[src/rtl/spram_access_ctrl.sv]
// spram_access_ctrl: request front-end for an 8-bit single-port RAM.
// Buffers read/write requests in a small in-order FIFO and issues them to the
// RAM one at a time, returning read data on a valid/ready response port.
// Optional feature macro: SPRAM_CTRL_STATS_EN adds saturating wr_count/rd_count.
module spram_access_ctrl #(
    parameter int ADDR_W = 8,
    parameter int DATA_W = 8,
    parameter int DEPTH  = 4
) (
    input  logic              clock,
    input  logic              reset,
    input  logic              req_valid,
    output logic              req_ready,
    input  logic              req_write,
    input  logic [ADDR_W-1:0] req_addr,
    input  logic [DATA_W-1:0] req_wdata,
    output logic              rsp_valid,
    input  logic              rsp_ready,
    output logic [DATA_W-1:0] rsp_data,
    output logic [ADDR_W-1:0] rsp_addr,
    output logic [ADDR_W-1:0] address,
    output logic [DATA_W-1:0] data_in,
    output logic              write_enable,
    output logic              read_enable,
    input  logic [DATA_W-1:0] data_out
`ifdef SPRAM_CTRL_STATS_EN
    ,
    output logic [15:0]       wr_count,
    output logic [15:0]       rd_count
`endif
);

    localparam int PTR_W   = $clog2(DEPTH);
    localparam int CNT_W   = PTR_W + 1;
    localparam int ENTRY_W = 1 + ADDR_W + DATA_W;

    typedef enum logic [2:0] {IDLE, WR, RD, CAP, RESP} state_t;

    state_t               state;
    state_t               state_next;

    logic [ENTRY_W-1:0]   fifo_mem [DEPTH];
    logic [PTR_W-1:0]     wr_ptr;
    logic [PTR_W-1:0]     rd_ptr;
    logic [CNT_W-1:0]     fifo_count;
    logic [CNT_W-1:0]     count_next;
    logic                 fifo_empty;
    logic                 push;
    logic                 issue;

    logic                 head_write;
    logic [ADDR_W-1:0]    head_addr;
    logic [DATA_W-1:0]    head_wdata;

    logic                 we_next;
    logic                 re_next;
    logic [ADDR_W-1:0]    address_next;
    logic [DATA_W-1:0]    data_in_next;
    logic                 rsp_valid_next;
    logic [DATA_W-1:0]    rsp_data_next;
    logic [ADDR_W-1:0]    rsp_addr_next;

    assign push       = req_valid && req_ready;
    assign fifo_empty = (fifo_count == '0);
    assign head_write = fifo_mem[rd_ptr][ENTRY_W-1];
    assign head_addr  = fifo_mem[rd_ptr][ADDR_W+DATA_W-1:DATA_W];
    assign head_wdata = fifo_mem[rd_ptr][DATA_W-1:0];
    assign count_next = fifo_count + CNT_W'(push) - CNT_W'(issue);

    // FIFO payload storage; entries are only meaningful while counted, so no reset
    always_ff @(posedge clock) begin
        if (push) begin
            fifo_mem[wr_ptr] <= {req_write, req_addr, req_wdata};
        end
    end

    // FIFO pointers, occupancy and the registered ready (low in reset, low when full)
    always_ff @(posedge clock or posedge reset) begin
        if (reset) begin
            wr_ptr     <= '0;
            rd_ptr     <= '0;
            fifo_count <= '0;
            req_ready  <= 1'b0;
        end else begin
            if (push) begin
                wr_ptr <= wr_ptr + PTR_W'(1);
            end
            if (issue) begin
                rd_ptr <= rd_ptr + PTR_W'(1);
            end
            fifo_count <= count_next;
            req_ready  <= (count_next != CNT_W'(DEPTH));
        end
    end

    // FSM state register
    always_ff @(posedge clock or posedge reset) begin
        if (reset) begin
            state <= IDLE;
        end else begin
            state <= state_next;
        end
    end

    // Next-state logic; issue marks the edge where the FIFO head is popped and sent to the RAM
    always_comb begin
        state_next = state;
        issue      = 1'b0;
        case (state)
            IDLE, WR: begin
                if (!fifo_empty) begin
                    issue      = 1'b1;
                    state_next = head_write ? WR : RD;
                end else begin
                    state_next = IDLE;
                end
            end
            RD: begin
                state_next = CAP;
            end
            CAP: begin
                state_next = RESP;
            end
            RESP: begin
                if (rsp_ready) begin
                    if (!fifo_empty) begin
                        issue      = 1'b1;
                        state_next = head_write ? WR : RD;
                    end else begin
                        state_next = IDLE;
                    end
                end
            end
            default: begin
                state_next = IDLE;
            end
        endcase
    end

    // Next values for the registered outputs; address/data_in hold unless a new op issues
    always_comb begin
        we_next        = issue && head_write;
        re_next        = issue && !head_write;
        address_next   = issue ? head_addr : address;
        data_in_next   = (issue && head_write) ? head_wdata : data_in;
        rsp_valid_next = (state == CAP) || ((state == RESP) && !rsp_ready);
        rsp_data_next  = (state == CAP) ? data_out : rsp_data;
        rsp_addr_next  = (state == CAP) ? address : rsp_addr;
    end

    // Output registers; async reset drops the RAM enables immediately
    always_ff @(posedge clock or posedge reset) begin
        if (reset) begin
            write_enable <= 1'b0;
            read_enable  <= 1'b0;
            address      <= '0;
            data_in      <= '0;
            rsp_valid    <= 1'b0;
            rsp_data     <= '0;
            rsp_addr     <= '0;
        end else begin
            write_enable <= we_next;
            read_enable  <= re_next;
            address      <= address_next;
            data_in      <= data_in_next;
            rsp_valid    <= rsp_valid_next;
            rsp_data     <= rsp_data_next;
            rsp_addr     <= rsp_addr_next;
        end
    end

`ifdef SPRAM_CTRL_STATS_EN
    // Saturating counters of WR and RD state entries
    always_ff @(posedge clock or posedge reset) begin
        if (reset) begin
            wr_count <= '0;
            rd_count <= '0;
        end else begin
            if (we_next && (wr_count != 16'hFFFF)) begin
                wr_count <= wr_count + 16'd1;
            end
            if (re_next && (rd_count != 16'hFFFF)) begin
                rd_count <= rd_count + 16'd1;
            end
        end
    end
`endif

endmodule

[config.mk]
export PLATFORM = sky130hd
export DESIGN_NAME = spram_access_ctrl
export DESIGN_NICKNAME = d
export VERILOG_FILES = /design/src/rtl/spram_access_ctrl.sv
export SDC_FILE = /design/constraint.sdc
export NUM_CORES = 1
export LEC_CHECK = 0
export ABC_CLOCK_PERIOD_IN_PS = 3840
export CAP_MARGIN = 30
export CORE_ASPECT_RATIO = 1.1
export CORE_MARGIN = 4
export CORE_UTILIZATION = 57
export CTS_CLUSTER_DIAMETER = 150
export DETAILED_ROUTE_END_ITERATION = 8
export PLACE_DENSITY = 0.83
export SLEW_MARGIN = 10
export SYNTH_ARGS = -nofsm -noshare
export SYNTH_HDL_FRONTEND = slang
export SYNTH_SLANG_ARGS = --single-unit
[constraint.sdc]
create_clock -name clock -period 3.84 [get_ports clock]
set_clock_uncertainty 0.05 [all_clocks]
set_input_delay 0.576 -clock clock [delete_from_list [all_inputs] [get_ports clock]]
set_output_delay 0.576 -clock clock [all_outputs]
set_load 0.03 [all_outputs]
==> summary.md <==
| Metric | Value |
|---|---|
| Flip-flop and latch count after synthesis | `114` |
| Worst EP arrival | `3120 ps` |
| Routed wire length | `7860 µm` |
| Dominant cell type by area after synthesis | `edfxtp_1` |
| Clock Pin Slew Worst Setup and Hold Paths | `50 ps` |
| Nets | `328` |
| Syn avg cell area | `20.5 µm²` |
| Power Internal | `3.52 mW` |
| Final Max Slew Viols | `0` |
| CP max FO | `9` |
| Share of layout cells above drive strength 1 | `24.3%` |
| Post-cts sizing count | `0` |
| Setup-failing EPs final | `0` |
| FILL cells | `430` |
| Buffers on Ports | `64` |
| Count leader, synth | `edfxtp_1` |
| Worst Tran Pin Value | `973 ps` |
| Clock Tree Buf Depth | `2` |
| CORE AREA | `7430 µm²` |
| Distinct cells, synth | `24` |
| Post-synth EDFFs | `68` |
| Max frequency | `357 MHz` |
| Total CTS buffers | `17` |
| I/O Pins | `65` |
| Main area contributors after synthesis | `edfxtp_1, dfrtp_1, mux2_2` |
| Status | `finished clean` |
| Leakage | `2.15 nW` |
| Synth top area share | `47.3%` |
| WL/cell | `20.1 µm` |
| Max_slew headroom | `35.2%` |
| Via count | `2217` |
| Layout area overhead | `29.8%` |
| Synth top cells by count | `edfxtp_1, dfrtp_1, mux2_2` |
| Critical-path cell list | `or3_1 -> o211ai_2 -> inv_2 -> ha_1 -> inv_1 -> ha_1 -> fa_1 -> xnor2_1 -> xnor2_1 -> nand2_1` |
| Number of detailed-route iterations in the first pass | `4` |
| Critical R2R Launch | `fifo_count[0]` |
| R2r endpoint | `req_ready` |
| Starting DRC count in detailed routing | `102` |
| Placed cell area | `5040 µm²` |
| Clk sinks | `114` |
| H-tree levels | `4` |
| Final period util | `72.9%` |
| CTS Hold Bufs | `0` |
| Post-synth top flop | `edfxtp_1` |
| Cell count after placement | `358` |
| Initial core utilization | `58.1%` |
| Synthesized instance count | `211` |
| GP Congestion | `0.729` |
| Clock power frac | `26.1%` |
| Tot GR Track Use | `19.0%` |
| Sequential share of power | `37.4%` |
| CTS Root Cell | `clkbuf_8` |
| Tmin final | `2800 ps` |
| Post-detail-place hpwl | `4480 µm` |
| Logic pwr share | `36.4%` |
| Vias in the first global route | `2351` |
| # DRC | `0` |
| Worst R2R Path Depth | `10` |
| Setup TNS | `0 ps` |
| Buf/Inv on CP | `2` |
| Delay-heaviest family, CP | `adder cells` |
| YS warnings | `0` |
| Routed Antenna Nets | `0` |
| Die Wd | `91.0 µm` |
| Crit end category | `register` |
| Post-Syn Area | `4320 µm²` |
| Max-Cap Viols | `0` |
| Reg-to-reg setup timing slack | `1040 ps` |
| Design area | `5600 µm²` |
| TritonCTS clock tree | `done` |
| CP max stage delay | `480 ps` |
| CP required | `4170 ps` |
| Initial antenna violation count | `0` |
| Sequential area share after synthesis | `74.0%` |
| Post-Layout Cell Count | `392` |
| Min-delay worst type | `input port to async pin` |
| Ys async rst share | `40.4%` |
| Via density | `5.66` |
| Switching Share | `32.6%` |
| Worst-Skew Late Latency | `500 ps` |
| Critical Path Source Type | `register` |
| Syn_nets | `247` |
| CP max-delay cell | `or3_1` |
| Diode count | `0` |
| Total grt overflow | `0` |
| P per Cell Area | `932 nW/µm²` |
| NetSw | `1.70 mW` |
| First-pass GRT wire length | `12600 µm` |
| Final Hold Vio Count | `0` |
| Setup CP Type | `register to register` |
| Largest net degree at the start of global routing | `47` |
| RSZ-0062 raised after global routing | `false` |
| Die area | `9030 µm²` |
| Rows | `33` |
| Die Span Y | `99.3 µm` |
| Post-CTS Setup Inserts | `0` |
| Maximum vdd drop | `0.000508 V` |
power groups by stage:
stage / Sequential [mW] / Combinational, mW / Clock [mW]
6_report: 1.95 / 1.90 / 1.36
3_5_place_dp: 1.96 / 1.89 / 0
4_1_cts: 1.96 / 1.93 / 1.38
3_3_place_gp: 1.94 / 1.83 / 0
2_1_floorplan: 2.25 / 0.932 / 0
5_1_grt: 1.99 / 2.04 / 1.44
sequential cells by signal (all words and copies together) (netlist names), 2 cells and up:
name and flops:
rsp_data 8, address 8, rd_ptr 2, state 3, fifo_count 3, data_in 8, wr_ptr 2, fifo_mem 68
rsp_addr 8
how the worst max path moves through the flow:
stage                        startpoint   endpoint  slack, ps  depth (start not counted)
after floorplan               rsp_ready  req_ready       1360                         10
after detailed placement      rsp_ready  req_ready        700                         11
after CTS                 fifo_count[0]  req_ready       1020                         10
after global routing      fifo_count[0]  req_ready        860                         10
final                     fifo_count[0]  req_ready       1040                         10
after global placement        rsp_ready  req_ready        840                         11
placed cells by master, fill, tap and decap left out, drive strengths merged, types with 4 or more instances in the layout:
master	n
clkdlybuf4s50	64
mux4	17
clkbuf	27
and3	4
nand2	5
mux2	33
dfrtp	46
clkinv	5
inv	10
edfxtp	68
ha	6
xnor2	5
layer usage:
layer / share of wire (%) / GRT usage (%) / wire, µm
met5: 0 / 0 / 0
met1: 40 / 21.7 / 3130
met3: 4.0 / 4.84 / 316
met2: 54 / 33.6 / 4280
met4: 1.7 / 8.93 / 135
logic make-up (layout without fill, tap and decap cells):
group           Yosys count  after routing  share of synthesized area, %
fa+ha+maj                 7              7                          2.20
xor+xnor                  5              5                          1.01
compound gates            4              4                          1.22
flops                   114            114                          74.0
mux                      50             50                          18.1
buf+inv                  15            109                          1.57
simple gates             16             16                          1.91
metrics by stage:
step | util [%] | hold WS (ps) | power (mW) | worst slack [ps]
final | 75.4 | 361 | 5.22 | 1040
after global routing | 75.4 | 385 | 5.48 | 857
after CTS | 74.9 | 455 | 5.27 | 1020
after detailed placement | 67.8 | 444 | 3.85 | 705
after global placement | 67.8 | 435 | 3.77 | 839
after floorplan | - | 444 | 3.18 | 1360
area by class of cell:
cell class | instances | area [µm²] | area share, %
Sequential cell | 114 | 3190 | 57.0
Timing Repair Buffer | 67 | 679 | 12.1
Multi-Input combinational cell | 82 | 1050 | 18.8
Clock inverter | 5 | 23.8 | 0.424
Clock buffer | 27 | 504 | 9.00
Inverter | 10 | 37.5 | 0.670
Tap cell | 87 | 109 | 1.94
Note: power is estimated with default switching activity, not from simulation.
